<file path="src/rtl/fpmin_stream_pkg.sv">
// Shared types and ordering helpers for the streaming float argmin engine.
// FPMIN_STREAM_NAN_EN: when defined, NaNs map to the largest key so any number beats them.
package fpmin_pkg;

    localparam int FP_DW  = 32;
    localparam int FP_EW  = 8;
    localparam int LANE_W = 8;

    localparam logic [FP_DW-1:0] KEY_MAX  = '1;
    localparam logic [FP_DW-1:0] SIGN_BIT = {1'b1, {(FP_DW-1){1'b0}}};

    typedef struct packed {
        logic [FP_DW-1:0]  key;
        logic [FP_DW-1:0]  data;
        logic [LANE_W-1:0] lane;
    } node_t;

    function automatic logic fp_is_nan(input logic [FP_DW-1:0] x);
        return (&x[FP_DW-2 -: FP_EW]) && (|x[FP_DW-2-FP_EW:0]);
    endfunction

    // Sign-magnitude to unsigned-orderable mapping; -0 sorts just below +0.
    function automatic logic [FP_DW-1:0] fp_key(input logic [FP_DW-1:0] x);
        logic [FP_DW-1:0] k;
        k = x[FP_DW-1] ? ~x : (x | SIGN_BIT);
`ifdef FPMIN_STREAM_NAN_EN
        if (fp_is_nan(x)) k = KEY_MAX;
`endif
        return k;
    endfunction

endpackage

</file>
<file path="src/rtl/fpmin_stream_if.sv">
// Beat input and result output handshake bundle for fpmin_stream.
interface fpmin_stream_if #(
    parameter int DW = 32,
    parameter int TW = 8,
    parameter int IW = 3,
    parameter int CW = 16
);
    logic              in_valid;
    logic              in_ready;
    logic              in_last;
    logic [TW*DW-1:0]  xd;
    logic              out_valid;
    logic              out_ready;
    logic [CW+IW-1:0]  out_idx;
    logic [DW-1:0]     out_data;
    logic              out_ovf;

    modport master (
        output in_valid, in_last, xd, out_ready,
        input  in_ready, out_valid, out_idx, out_data, out_ovf
    );

    modport slave (
        input  in_valid, in_last, xd, out_ready,
        output in_ready, out_valid, out_idx, out_data, out_ovf
    );
endinterface

</file>
<file path="src/rtl/fpmin_stream_tree.sv">
// Registered TW-input compare-select tree (IW levels) with beat/last/ovf sideband
// carried alongside; the whole pipe advances only when en is high.
module fpargmin_tree
    import fpmin_pkg::*;
#(
    parameter int TW = 8,
    parameter int IW = 3,
    parameter int CW = 16
) (
    input  logic                clk,
    input  logic                rst,
    input  logic                en,
    input  logic                i_valid,
    input  logic                i_last,
    input  logic                i_ovf,
    input  logic [CW-1:0]       i_beat,
    input  logic [TW*FP_DW-1:0] i_x,
    output logic                o_valid,
    output logic                o_last,
    output logic                o_ovf,
    output logic [CW-1:0]       o_beat,
    output node_t               o_node
);
    localparam int NP = TW / 2;

    node_t         leaf   [TW];
    node_t         lvl_d  [IW][NP];
    node_t         lvl_q  [IW][NP];
    logic [IW-1:0] vld_d, vld_q, last_d, last_q, ovf_d, ovf_q;
    logic [CW-1:0] beat_d [IW];
    logic [CW-1:0] beat_q [IW];

    always_comb begin
        for (int k = 0; k < TW; k++) begin
            leaf[k].key  = fp_key(i_x[k*FP_DW +: FP_DW]);
            leaf[k].data = i_x[k*FP_DW +: FP_DW];
            leaf[k].lane = LANE_W'(k);
        end
    end

    // Pair (2j, 2j+1); on equal keys the lower-index side is kept.
    always_comb begin
        node_t a, b;
        a = '0;
        b = '0;
        for (int l = 0; l < IW; l++) begin
            if (l == 0) begin
                vld_d[l]  = i_valid;
                last_d[l] = i_last;
                ovf_d[l]  = i_ovf;
                beat_d[l] = i_beat;
            end else begin
                vld_d[l]  = vld_q[l-1];
                last_d[l] = last_q[l-1];
                ovf_d[l]  = ovf_q[l-1];
                beat_d[l] = beat_q[l-1];
            end
            for (int j = 0; j < NP; j++) begin
                if (l == 0) begin
                    a = leaf[2*j];
                    b = leaf[2*j+1];
                end else if (2*j+1 < NP) begin
                    a = lvl_q[l-1][2*j];
                    b = lvl_q[l-1][2*j+1];
                end else begin
                    a = '0;
                    b = '0;
                end
                lvl_d[l][j] = (b.key < a.key) ? b : a;
            end
        end
    end

    always_ff @(posedge clk or negedge rst) begin
        if (!rst) begin
            vld_q  <= '0;
            last_q <= '0;
            ovf_q  <= '0;
            for (int l = 0; l < IW; l++) begin
                beat_q[l] <= '0;
                for (int j = 0; j < NP; j++) lvl_q[l][j] <= '0;
            end
        end else if (en) begin
            vld_q  <= vld_d;
            last_q <= last_d;
            ovf_q  <= ovf_d;
            beat_q <= beat_d;
            lvl_q  <= lvl_d;
        end
    end

    assign o_valid = vld_q[IW-1];
    assign o_last  = last_q[IW-1];
    assign o_ovf   = ovf_q[IW-1];
    assign o_beat  = beat_q[IW-1];
    assign o_node  = lvl_q[IW-1][0];
endmodule

</file>
<file path="src/rtl/fpmin_stream.sv">
// Streaming float argmin: beat handshake, beat counter, cross-beat accumulator, result regs.
// FPMIN_STREAM_NAN_EN (see fpmin_pkg) selects NaN-loses ordering; default is raw key order.
module fpmin_stream
    import fpmin_pkg::*;
#(
    parameter int TW = 8,
    parameter int IW = 3,
    parameter int CW = 16
) (
    input  logic           clk,
    input  logic           rst,
    fpmin_stream_if.slave  bus
);
    localparam logic [CW-1:0] BEAT_MAX = '1;

    logic              stall, en, accept;
    logic              rdy_q, rdy_d;
    logic [CW-1:0]     cnt_q, cnt_d;
    logic              cnt_ovf_q, cnt_ovf_d;
    logic              t_valid, t_last, t_ovf;
    logic [CW-1:0]     t_beat;
    node_t             t_node;
    logic              acc_vld_q, acc_vld_d;
    node_t             acc_node_q, acc_node_d;
    logic [CW-1:0]     acc_beat_q, acc_beat_d;
    logic              out_vld_q, out_vld_d;
    logic [CW+IW-1:0]  out_idx_q, out_idx_d;
    logic [FP_DW-1:0]  out_data_q, out_data_d;
    logic              out_ovf_q, out_ovf_d;
    logic              take;
    node_t             best_node;
    logic [CW-1:0]     best_beat;

    assign stall        = out_vld_q && !bus.out_ready;
    assign en           = !stall;
    assign bus.in_ready = rdy_q && en;
    assign accept       = bus.in_valid && rdy_q && en;

    fpargmin_tree #(.TW(TW), .IW(IW), .CW(CW)) u_tree (
        .clk     (clk),
        .rst     (rst),
        .en      (en),
        .i_valid (accept),
        .i_last  (bus.in_last),
        .i_ovf   (cnt_ovf_q),
        .i_beat  (cnt_q),
        .i_x     (bus.xd),
        .o_valid (t_valid),
        .o_last  (t_last),
        .o_ovf   (t_ovf),
        .o_beat  (t_beat),
        .o_node  (t_node)
    );

    // cnt_ovf_q marks that the top beat index was already used in this frame.
    always_comb begin
        rdy_d     = 1'b1;
        cnt_d     = cnt_q;
        cnt_ovf_d = cnt_ovf_q;
        if (accept) begin
            if (bus.in_last) begin
                cnt_d     = '0;
                cnt_ovf_d = 1'b0;
            end else begin
                cnt_d     = (cnt_q == BEAT_MAX) ? cnt_q : cnt_q + 1'b1;
                cnt_ovf_d = cnt_ovf_q | (cnt_q == BEAT_MAX);
            end
        end
    end

    always_comb begin
        take       = !acc_vld_q || (t_node.key < acc_node_q.key);
        best_node  = take ? t_node : acc_node_q;
        best_beat  = take ? t_beat : acc_beat_q;
        acc_vld_d  = acc_vld_q;
        acc_node_d = acc_node_q;
        acc_beat_d = acc_beat_q;
        out_vld_d  = out_vld_q;
        out_idx_d  = out_idx_q;
        out_data_d = out_data_q;
        out_ovf_d  = out_ovf_q;
        if (en) begin
            if (bus.out_ready) out_vld_d = 1'b0;
            if (t_valid) begin
                if (t_last) begin
                    out_vld_d  = 1'b1;
                    out_idx_d  = {best_beat, best_node.lane[IW-1:0]};
                    out_data_d = best_node.data;
                    out_ovf_d  = t_ovf;
                    acc_vld_d  = 1'b0;
                end else begin
                    acc_vld_d  = 1'b1;
                    acc_node_d = best_node;
                    acc_beat_d = best_beat;
                end
            end
        end
    end

    always_ff @(posedge clk or negedge rst) begin
        if (!rst) begin
            rdy_q      <= 1'b0;
            cnt_q      <= '0;
            cnt_ovf_q  <= 1'b0;
            acc_vld_q  <= 1'b0;
            acc_node_q <= '0;
            acc_beat_q <= '0;
            out_vld_q  <= 1'b0;
            out_idx_q  <= '0;
            out_data_q <= '0;
            out_ovf_q  <= 1'b0;
        end else begin
            rdy_q      <= rdy_d;
            cnt_q      <= cnt_d;
            cnt_ovf_q  <= cnt_ovf_d;
            acc_vld_q  <= acc_vld_d;
            acc_node_q <= acc_node_d;
            acc_beat_q <= acc_beat_d;
            out_vld_q  <= out_vld_d;
            out_idx_q  <= out_idx_d;
            out_data_q <= out_data_d;
            out_ovf_q  <= out_ovf_d;
        end
    end

    assign bus.out_valid = out_vld_q;
    assign bus.out_idx   = out_idx_q;
    assign bus.out_data  = out_data_q;
    assign bus.out_ovf   = out_ovf_q;
endmodule

</file>
<file path="src/flat_wrapper.sv">
// flat-port wrapper written by rule: the top's interface ports become plain ports
module fpmin_stream_flat import fpmin_pkg::*;
#(
    parameter int TW = 8,
    parameter int IW = 3,
    parameter int CW = 16
)
  (clk, rst, bus_in_valid, bus_in_last, bus_xd, bus_out_ready, bus_in_ready, bus_out_valid, bus_out_idx, bus_out_data, bus_out_ovf);
  fpmin_stream_if #(.DW((32)), .TW(TW), .IW(IW), .CW(CW)) bus_i ();
  input  logic clk;
  input  logic rst;
  input wire logic [$bits(bus_i.in_valid)-1:0] bus_in_valid;
  input wire logic [$bits(bus_i.in_last)-1:0] bus_in_last;
  input wire logic [$bits(bus_i.xd)-1:0] bus_xd;
  input wire logic [$bits(bus_i.out_ready)-1:0] bus_out_ready;
  output wire logic [$bits(bus_i.in_ready)-1:0] bus_in_ready;
  output wire logic [$bits(bus_i.out_valid)-1:0] bus_out_valid;
  output wire logic [$bits(bus_i.out_idx)-1:0] bus_out_idx;
  output wire logic [$bits(bus_i.out_data)-1:0] bus_out_data;
  output wire logic [$bits(bus_i.out_ovf)-1:0] bus_out_ovf;
  assign bus_i.in_valid = bus_in_valid;
  assign bus_i.in_last = bus_in_last;
  assign bus_i.xd = bus_xd;
  assign bus_i.out_ready = bus_out_ready;
  assign bus_in_ready = bus_i.in_ready;
  assign bus_out_valid = bus_i.out_valid;
  assign bus_out_idx = bus_i.out_idx;
  assign bus_out_data = bus_i.out_data;
  assign bus_out_ovf = bus_i.out_ovf;
  fpmin_stream #(.TW(TW), .IW(IW), .CW(CW)) u_core (.clk(clk), .rst(rst), .bus(bus_i));
endmodule
</file>
<file path="config.mk">
export PLATFORM = sky130hd
export DESIGN_NAME = fpmin_stream_flat
export DESIGN_NICKNAME = d
export VERILOG_FILES = /design/src/rtl/fpmin_stream_pkg.sv /design/src/rtl/fpmin_stream_if.sv /design/src/rtl/fpmin_stream_tree.sv /design/src/rtl/fpmin_stream.sv /design/src/flat_wrapper.sv
export SDC_FILE = /design/constraint.sdc
export NUM_CORES = 2
export LEC_CHECK = 0
export ABC_AREA = 0
export CORE_ASPECT_RATIO = 0.8
export CORE_MARGIN = 3
export CORE_UTILIZATION = 40
export CTS_CLUSTER_SIZE = 14
export DETAILED_ROUTE_END_ITERATION = 12
export GPL_TIMING_DRIVEN = 0
export HOLD_SLACK_MARGIN = 0.15
export PLACE_DENSITY = 0.55
export SYNTH_ARGS = -nofsm -noshare
export SYNTH_HDL_FRONTEND = slang
export SYNTH_SLANG_ARGS = --single-unit
export TNS_END_PERCENT = 5
</file>
<file path="constraint.sdc">
create_clock -name clk -period 5.5 [get_ports clk]
set_input_delay 1.1 -clock clk [delete_from_list [all_inputs] [get_ports clk]]
set_output_delay 1.1 -clock clk [all_outputs]
set_load 0.005 [all_outputs]
</file>
==> results.toml <==
[outcome]
outcome = "finished, final reports clean"

[setup_path]
critical_path.max_stage_delay_ns = 0.95
cp-end-kind = "flop"
cp.buffers_inverters = 6
cp-start-kind = "input port"
cp_top_family = "buffers and inverters"
cp_max_fo = 10
timing_worst_setup_path_type = "in2reg"
crit_path_cell_trace = "clkdlybuf4s50_1, nor2b_1, clkbuf_1, clkbuf_1, buf_1, clkdlybuf4s15_1, buf_1, nand2_1, o21ai_0"
cp_required_ns = 6.06
cp_slowest_cell = "sky130_fd_sc_hd__clkdlybuf4s15_1"
crit_arrival_ns = 6.03

[sta]
slew_headroom_pct = 6.14
transition_time_of_the_tightest_slew_check_pin_ns = 1.41
min_period_ns = 5.46
final-setup-viol-count = 0
final_min_period_over_clock_period_pct = 99.3
final.hold.worst_slack_ns = 0.421
rsz0062_at_grt = "yes"
finClkSkew_ns = 0.0248
slew_viol_final = 0
max_freq_mhz = 183
hold_violations = 0

[yosys]
ys_warn_count = 0
synth_largest_type_area_fraction_pct = 42.7
share_of_synthesized_cell_area_in_and_or_nand_and_nor_gates_pct = 13.8
count_of_cell_types_in_the_netlist = 60
synth-async-reset-ratio_pct = 100
synth_enable_flop_cells = 0
synth_compound_area_share_pct = 14.9
muxShareOfSynthArea_pct = 10.2
most_instantiated_flip_flop_cell_in_the_synthesis_netlist = "sky130_fd_sc_hd__dfrtp_1"
ys_top_cells_by_area = "sky130_fd_sc_hd__dfrtp_1 (43%), sky130_fd_sc_hd__ha_1 (7.9%), sky130_fd_sc_hd__mux2i_1 (7.1%)"
yosysSeqAreaShare_pct = 42.7
post_synth_inst_count = 4120
synthesis.nets = 4630
ys_seq_elements = 673
avgSynthCellArea_um2 = 9.58
syn-cell-area_mm2 = 0.0395
synth_top_family_by_area = "compound AO/OA/AOI/OAI gates"
synth-adder-area-share_pct = 7.90
xor_xnor_share_of_the_synthesized_area_pct = 5.75
synth_top_area_cell = "sky130_fd_sc_hd__dfrtp_1"

[finish]
area_delta_synth_final_pct = 19.1
drive_gt1_share_pct = 7.63
finish.instance_area_mm2 = 0.0470
layout.core_utilization_pct = 48.3
num-nets-final = 5024
multi_input_comb_area_mm2 = 0.0207
layout.filler_cells = 9276
regArea_mm2 = 0.0168

[routing]
first_iter_violations = 3323
firstDrtPassIters = 6
via_count = 33300
drc = 0
wl_um = 147000
ant_nets = 0
average_wire_per_cell_in_the_routed_design_um = 25.0
via_per_inst = 5.68

[clock_tree]
cts_buffer_count = 77
cts_max_level = 3
cts_hold_buf = 0
insertion_delay_ns = 0.65
cts.path.max_buffers = 3
cts_tree = "built"
clk_root_buffer_cell = "sky130_fd_sc_hd__clkbuf_16"
numClockSinks = 673
clk_pin_slew_ns = 0.06

[global_route]
grt_max_degree = 113
antenna_found_initial = 5
vias_in_the_first_global_route = 32400
total_routing_usage_reported_by_global_routing_pct = 28.3
wire_length_of_the_first_global_routing_pass_um = 217000
grt.overflow.total = 0

[power_and_ir_drop]
vdd_ir_drop_max_v = 0.000289
power_leakage_uw = 0.0206
power_per_cell_area_mw_per_mm2 = 553

[floorplanning]
ios = 315
core_area_mm2 = 0.0972
core.rowCount = 102
floorplan.die_area_mm2 = 0.102
chipWidth_um = 357
start_util_pct = 40.6
dieHeight_um = 287

[placement]
dpl.hpwl_um = 114000
finalWeightedCongestion = 0.920
detailed_place.area_mm2 = 0.0443
port-buffer-count = 309

[run]
maximum_capacitance_violations = 0

[hold_path]
holdCritPathClass = "in2async"
## registers in the layout (all words and copies together), names as in the netlist, 3 cells and up
register,flops
u_core.u_tree.vld_q,3
u_core.u_tree.ovf_q,3
u_core.u_tree.lvl_q,394
u_core.u_tree.o_beat,16
u_core.bus.out_data,32
u_core.cnt_q,16
u_core.u_tree.o_node,67
u_core.acc_beat_q,16
u_core.u_tree.beat_d,32
u_core.u_tree.last_q,3
u_core.bus.out_idx,19
u_core.acc_node_q,67
## cells in the mapped netlist (7+ instances only)
| master | number |
|---|---|
| sky130_fd_sc_hd__buf_1 | 28 |
| sky130_fd_sc_hd__nand2_1 | 627 |
| sky130_fd_sc_hd__clkbuf_1 | 221 |
| sky130_fd_sc_hd__mux2i_1 | 281 |
| sky130_fd_sc_hd__a221oi_1 | 38 |
| sky130_fd_sc_hd__o221a_2 | 89 |
| sky130_fd_sc_hd__a21oi_1 | 135 |
| sky130_fd_sc_hd__nand4_1 | 37 |
| sky130_fd_sc_hd__buf_2 | 30 |
| sky130_fd_sc_hd__inv_1 | 168 |
| sky130_fd_sc_hd__o211ai_1 | 75 |
| sky130_fd_sc_hd__nand3_1 | 29 |
| sky130_fd_sc_hd__dfrtp_1 | 673 |
| sky130_fd_sc_hd__a211oi_1 | 69 |
| sky130_fd_sc_hd__nor3_1 | 172 |
| sky130_fd_sc_hd__xnor2_1 | 158 |
| sky130_fd_sc_hd__nand2b_1 | 42 |
| sky130_fd_sc_hd__o221ai_1 | 34 |
| sky130_fd_sc_hd__and4_1 | 9 |
| sky130_fd_sc_hd__nor4_1 | 68 |
| sky130_fd_sc_hd__and3_1 | 8 |
| sky130_fd_sc_hd__a31oi_1 | 33 |
| sky130_fd_sc_hd__nor2b_1 | 7 |
| sky130_fd_sc_hd__a2111oi_0 | 9 |
| sky130_fd_sc_hd__nor2_1 | 244 |
| sky130_fd_sc_hd__o21ai_1 | 176 |
| sky130_fd_sc_hd__mux2_4 | 63 |
| sky130_fd_sc_hd__mux2_1 | 20 |
| sky130_fd_sc_hd__buf_4 | 7 |
| sky130_fd_sc_hd__ha_1 | 249 |
| sky130_fd_sc_hd__o21ai_0 | 95 |
| sky130_fd_sc_hd__o21a_1 | 14 |
| sky130_fd_sc_hd__xor2_1 | 101 |
| sky130_fd_sc_hd__a21o_1 | 20 |
| sky130_fd_sc_hd__buf_6 | 12 |
| sky130_fd_sc_hd__o31a_1 | 33 |
## final timing paths
check                                          from                  endpoint  slack (ns)  cells after the start
max in group asynchronous                       rst  u_core.u_tree.lvl_q[466]        3.04                      4
max reg2reg                    u_core.bus.out_valid  u_core.u_tree.lvl_q[543]        0.43                      8
min in group clk           u_core.u_tree.beat_d[13]  u_core.u_tree.beat_d[13]        0.46                      2
min reg2reg                u_core.u_tree.beat_d[13]  u_core.u_tree.beat_d[13]        0.46                      2
min                                             rst   u_core.u_tree.beat_d[5]        0.42                      1
max                                   bus_out_ready  u_core.u_tree.lvl_q[543]        0.04                      9
## cell families (layout without fill, tap and decap cells)
kind of cell / Yosys count / count (layout)
flip-flops: 673 / 673
XOR/XNOR: 259 / 259
AO/OA/AOI/OAI: 851 / 851
AND/OR/NAND/NOR: 1254 / 1254
multiplexers: 367 / 367
adder cells (fa/ha/maj): 249 / 249
other: 1 / 3
buffers and inverters: 466 / 919
## final cells by class
cell class,count,area share (%)
inverter,168,1.34
antenna,2,0.0106
sequential,673,35.8
clock inverter,32,0.934
multi-input combinational,2981,44.1
timing repair buffer,315,6.94
clock buffer,106,4.61
buffer,298,2.77
tap,1300,3.46
## timing repair
| action | in CTS | in global routing |
|---|---|---|
| buffers inserted | 0 | 0 |
| setup endpoints to repair | 139 | 138 |
| gates resized for setup | 9 | 12 |
| pin swaps | 0 | 0 |
## power by group
part / internal (µW) / switching, µW / total (µW)
logic: 4880 / 6820 / 11700
clock network: 3160 / 2280 / 5440
registers: 6950 / 1900 / 8850
## layer usage
layer / vias up / global-route usage (%) / routed length [µm]
li1: 15500 / - / -
met1: 16400 / 42.2 / 69200
met2: 1217 / 41.5 / 62600
met3: 214 / 5.74 / 11100
met4: 2 / 7.28 / 3910
met5: - / 0 / 13
## layout by cell type (no fill, tap or decap), drive strengths merged, types with 158 or more instances in the layout
master,n
clkbuf,328
clkdlybuf4s50,308
dfrtp,673
ha,249
inv,174
mux2i,281
nand2,627
nor2,244
nor3,172
o21ai,271
xnor2,158
## stage by stage
stage / setup slack, ns / TNS (ns) / power, µW / std cells
detailed placement: -0.980 / -191.85 / 20500 / 5735
CTS: -0.000694 / -0.000694 / 26000 / 5873
global route: -0.0400 / -0.175 / 27600 / 5873
global placement: -29.00 / - / 20300 / 5729
finish: 0.0360 / 0 / 26000 / 5875
floorplan: 1.36 / 0 / 15600 / 4120
## worst reg2reg max path, stage by stage, from the launching register on
cell	delay, ns
sky130_fd_sc_hd__dfrtp_1	0.42
sky130_fd_sc_hd__nor2b_1	0.15
sky130_fd_sc_hd__clkbuf_1	0.79
sky130_fd_sc_hd__clkbuf_1	0.83
sky130_fd_sc_hd__buf_1	0.83
sky130_fd_sc_hd__clkdlybuf4s15_1	0.96
sky130_fd_sc_hd__buf_1	0.77
sky130_fd_sc_hd__nand2_1	0.13
sky130_fd_sc_hd__o21ai_0	0.10
No activity file was read; power rests on OpenSTA's default activity.
